$ cat config.mk
export PLATFORM = sky130hd
export DESIGN_NAME = bin2bcd_seq
export DESIGN_NICKNAME = d
export VERILOG_FILES = /design/src/rtl/bin2bcd_pkg.sv /design/src/rtl/bcd_add3.sv /design/src/rtl/bin2bcd_seq.sv
export SDC_FILE = /design/constraint.sdc
export NUM_CORES = 1
export LEC_CHECK = 0
export CORE_MARGIN = 3
export CORE_UTILIZATION = 54
export CTS_BUF_LIST = sky130_fd_sc_hd__clkbuf_16
export DETAILED_ROUTE_END_ITERATION = 10
export MAX_ROUTING_LAYER = met4
export PLACE_DENSITY = 0.79
export SLEW_MARGIN = 5
export SYNTH_ARGS = -nofsm -noshare
export SYNTH_HDL_FRONTEND = slang
export SYNTH_SLANG_ARGS = --single-unit
$ cat constraint.sdc
create_clock -name clk -period 1.8 [get_ports clk]
set_input_delay 0.36 -clock clk [delete_from_list [all_inputs] [get_ports clk]]
set_output_delay 0.36 -clock clk [all_outputs]
set_load 0.005 [all_outputs]
$ cat src/rtl/bin2bcd_pkg.sv
// Shared types and constants for the sequential binary-to-BCD converter.
package bin2bcd_pkg;

    typedef enum logic [1:0] {
        IDLE  = 2'd0,
        SHIFT = 2'd1,
        DONE  = 2'd2
    } state_t;

    localparam int BCD_DIGIT_W = 4;

    // Counter must hold the value WIDTH itself, hence WIDTH+1.
    function automatic int cnt_width(input int width);
        return $clog2(width + 1);
    endfunction

endpackage

$ cat src/rtl/bcd_add3.sv
// Double-dabble digit adjust: adds 3 to a BCD digit of 5 or more.
module bcd_add3
    import bin2bcd_pkg::*;
(
    input  logic [BCD_DIGIT_W-1:0] i_digit,
    output logic [BCD_DIGIT_W-1:0] o_digit
);

    assign o_digit = (i_digit >= BCD_DIGIT_W'(5)) ? (i_digit + BCD_DIGIT_W'(3)) : i_digit;

endmodule

$ cat src/rtl/bin2bcd_seq.sv
// Sequential double-dabble binary-to-BCD converter, one shift per clock.
// Optional leading-zero blanking output is enabled with BIN2BCD_BLANK_EN.
module bin2bcd_seq
    import bin2bcd_pkg::*;
#(
    parameter int WIDTH  = 10,
    parameter int DIGITS = 4
) (
    input  logic                          clk,
    input  logic                          reset,
    input  logic                          start,
    input  logic [WIDTH-1:0]              bin_in,
    output logic                          ready,
    output logic                          done,
    output logic [BCD_DIGIT_W*DIGITS-1:0] bcd_out,
    output logic                          ovf,
`ifdef BIN2BCD_BLANK_EN
    output logic [DIGITS-1:0]             blank,
`endif
    output state_t                        dbg_state
);

    localparam int CW = cnt_width(WIDTH);
    localparam int SW = BCD_DIGIT_W * DIGITS;

    state_t           r_state;
    state_t           w_next;
    logic [WIDTH-1:0] r_bin;
    logic [SW-1:0]    r_scratch;
    logic [SW-1:0]    r_bcd;
    logic             r_sovf;
    logic             r_ovf;
    logic [CW-1:0]    r_cnt;
    logic [SW-1:0]    w_adj;
    logic             w_cnt_zero;

    for (genvar g = 0; g < DIGITS; g++) begin : g_adj
        bcd_add3 u_add3 (
            .i_digit (r_scratch[g*BCD_DIGIT_W +: BCD_DIGIT_W]),
            .o_digit (w_adj[g*BCD_DIGIT_W +: BCD_DIGIT_W])
        );
    end

    assign w_cnt_zero = (r_cnt == '0);

    always_ff @(posedge clk) begin
        if (reset) r_state <= IDLE;
        else       r_state <= w_next;
    end

    // SHIFT spends one extra cycle at count zero to publish the result.
    always_comb begin
        w_next = r_state;
        case (r_state)
            IDLE:    if (start) w_next = SHIFT;
            SHIFT:   if (w_cnt_zero) w_next = DONE;
            DONE:    w_next = IDLE;
            default: w_next = IDLE;
        endcase
    end

    always_comb begin
        ready = (r_state == IDLE);
        done  = (r_state == DONE);
    end

    always_ff @(posedge clk) begin
        if (reset) begin
            r_bin     <= '0;
            r_scratch <= '0;
            r_sovf    <= 1'b0;
            r_cnt     <= '0;
            r_bcd     <= '0;
            r_ovf     <= 1'b0;
        end else begin
            case (r_state)
                IDLE: begin
                    if (start) begin
                        r_bin     <= bin_in;
                        r_scratch <= '0;
                        r_sovf    <= 1'b0;
                        r_cnt     <= CW'(WIDTH);
                    end
                end
                SHIFT: begin
                    if (!w_cnt_zero) begin
                        r_scratch <= {w_adj[SW-2:0], r_bin[WIDTH-1]};
                        r_bin     <= {r_bin[WIDTH-2:0], 1'b0};
                        r_sovf    <= r_sovf | w_adj[SW-1];
                        r_cnt     <= r_cnt - 1'b1;
                    end else begin
                        r_bcd <= r_scratch;
                        r_ovf <= r_sovf;
                    end
                end
                default: ;
            endcase
        end
    end

`ifdef BIN2BCD_BLANK_EN
    logic [DIGITS-1:0] w_blank;
    logic [DIGITS-1:0] r_blank;

    // A digit blanks only when it and every more significant digit are zero.
    always_comb begin
        logic v_hi_zero;
        v_hi_zero = 1'b1;
        w_blank   = '0;
        for (int i = DIGITS - 1; i >= 1; i--) begin
            v_hi_zero  = v_hi_zero & (r_scratch[i*BCD_DIGIT_W +: BCD_DIGIT_W] == '0);
            w_blank[i] = v_hi_zero;
        end
    end

    always_ff @(posedge clk) begin
        if (reset)
            r_blank <= {{(DIGITS-1){1'b1}}, 1'b0};
        else if (r_state == SHIFT && w_cnt_zero)
            r_blank <= w_blank;
    end

    assign blank = r_blank;
`endif

    assign bcd_out   = r_bcd;
    assign ovf       = r_ovf;
    assign dbg_state = r_state;

endmodule

==> flow_summary.json <==
{
  "hpwl_mm": 3.62,
  "ys_ff_latch": 50,
  "critPathKind": "reg -> reg",
  "clock_latency_ns": 0.29,
  "synth_cell_types": 35,
  "yosys-top-cells-count": "nand2_1 (71), dfxtp_1 (50), a21oi_1 (32)",
  "setup_viol": 0,
  "hold_viol_final": 0,
  "cp-end-kind": "register",
  "ant_nets": 0,
  "wl_per_cell_um": 14.1,
  "fin_tns_setup_ns": 0,
  "pin_count": 34,
  "p_leak_uw": 0.00103,
  "drc_errors": 0,
  "synth_top_cell_by_area": "dfxtp_1",
  "whs_ns": 0.452,
  "power_density_nw_per_um2": 903,
  "p_total_uw": 2650,
  "slew_viol_final": 0,
  "grt_pass1_wl_mm": 8.96,
  "max_cap_violations": 0,
  "drt_first_pass_iters": 4,
  "async_flop_share": 0,
  "worst_slew_pin_slew_ns": 0.534,
  "finalCritPeriodShare": 0.945,
  "grt_max_degree": 30,
  "ys_warn_count": 0,
  "cts.clk_slew.worst_paths_ns": 0.06,
  "die_w_um": 71.8,
  "area_growth_pct": 25.3,
  "final_nets": 354,
  "dp_slack_ns": -0.00641,
  "htreeDepth": 2,
  "hold_path_startpoint": "bcd_out[2]$_SDFFE_PP0P_",
  "dieArea_um2": 5160,
  "yosysMostFrequentCell": "nand2_1",
  "max_slew_margin": 0.644,
  "tritoncts": "built",
  "grt_overflow_total": 0,
  "cts_buffers": 5,
  "io_buffers": 33,
  "cp_max_fo": 10,
  "setup_slack_ns": 0.0993,
  "antenna_found_initial": 0,
  "cts_hold_buf": 0,
  "synth_seq_area_share": 0.428,
  "fmax_mhz": 588,
  "status": "complete, no violations",
  "critPathLaunchType": "register",
  "die_y_um": 71.8,
  "cts_buffer_depth": 2,
  "arrival_ns": 1.88,
  "routed_wl_mm": 5.39,
  "final_core_util": 0.717,
  "holdCritPathClass": "reg -> reg",
  "r2r-start": "r_cnt[1]$_SDFFE_PP0P_",
  "grt_usage": 0.224,
  "synth_ff_type": "dfxtp_1",
  "syn_inst": 292,
  "vias": 2163,
  "ff2ff_setup_slack_ns": 0.1,
  "synth.cell_area_um2": 2340,
  "skew_ns": 0.00297,
  "synth_top_area_share": 0.428,
  "std_cell_rows": 23,
  "layout_min_cycle_time_ns": 1.70,
  "ir_drop_v": 0.000650,
  "grt_pass1_vias": 1966,
  "root_buffer": "clkbuf_16",
  "avgSynthCellArea_um2": 8.01,
  "synth-edff-count": 0,
  "start_util": 0.572,
  "syn-num-nets": 315,
  "cts.sinks": 50,
  "drtIter0Drc": 156,
  "cp-startpoint": "r_cnt[1]$_SDFFE_PP0P_",
  "drive_gt1_frac": 0.0934,
  "synth_area_leaders": "dfxtp_1 (43%), nand2_1 (11%), a21oi_1 (6.8%), ha_1 (5.4%), nor2_1 (3.0%)",
  "via_per_inst": 5.66,
  "worstPathRequired_ns": 1.98,
  "gp_congestion": 0.852,
  "antennaDiodeCount": 0,
  "coreArea_um2": 4090
}
## critical path, cell delays in order (launching register included)
cell and delay (ns):
dfxtp_1 0.31, inv_1 0.11, ha_1 0.20, nor3b_2 0.27
buf_4 0.22, nor2_1 0.07, buf_4 0.17, a22oi_1 0.16
a21oi_1 0.09
## cells in the final DEF (no fill, tap or decap), types with 2 or more instances in the layout
cell type,n
nand2_1,71
dfxtp_1,48
a21oi_1,32
clkdlybuf4s50_1,32
nor2_1,18
buf_4,13
inv_1,12
nand3_1,10
ha_1,10
a311oi_1,8
nand2b_1,6
nor3b_1,6
o21ai_0,5
nor4_1,5
clkbuf_16,5
nor2b_1,4
or4_1,4
o221ai_1,4
or3_1,3
o22ai_1,3
a31oi_1,3
and2_1,3
nand3b_1,3
o41ai_1,3
mux2i_1,2
## layer usage
layer | part of all wire | vias to the layer above | wire length [um] | global-route usage
met5 | 0 | - | 0 | -
met3 | 0.048 | 7 | 259 | 0.0547
met4 | 0.012 | 0 | 67 | 0.0856
met2 | 0.46 | 51 | 2490 | 0.341
met1 | 0.48 | 1009 | 2580 | 0.287
li1 | - | 1096 | - | -
## power breakdown
| group | switching [uW] | internal, uW |
|---|---|---|
| clock network | 400 | 503 |
| registers | 46.1 | 1170 |
| logic | 309 | 222 |
## final cells by class
class                           count  area [um^2]
Clock buffer                        5          125
Clock inverter                      3         12.5
Fill cell                         324         1160
Inverter                           11         41.3
Multi-Input combinational cell    215         1230
Sequential cell                    50         1010
Tap cell                           50         62.6
Timing Repair Buffer               48          454
## repair_timing
item,4_1_cts,5_1_grt
setup endpoints to repair,1,14
gates resized for setup,1,5
pin swaps,0,3
setup buffers,0,1
## stage by stage
| stage | std cells | cell area (um^2) |
|---|---|---|
| final | 382 | 2930 |
| after global routing | 382 | 2930 |
| after CTS | 381 | 2900 |
| after detailed placement | 373 | 2760 |
| after global placement | 373 | 2760 |
| after floorplan | 292 | 2340 |
## kinds of logic after synthesis
group,Yosys count,share of synthesized area
compound gates,65,0.178
fa+ha+maj,10,0.0535
buf+inv,27,0.0508
simple gates,138,0.281
flops,50,0.428
mux,2,0.00856
## registers in the layout, summed over array words and instances (netlist names)
register / count
r_cnt: 4
ovf: 1
r_scratch: 16
r_sovf: 1
dbg_state: 2
bcd_out: 16
r_bin: 10
## final timing paths
kind,endpoint,cells after the start
min reg2reg,bcd_out[2]$_SDFFE_PP0P_,2
min,bcd_out[2]$_SDFFE_PP0P_,2
max,r_bin[5]$_SDFFE_PP0P_,8
max reg2reg,r_bin[5]$_SDFFE_PP0P_,8
Note: power is estimated with default switching activity, not from simulation.
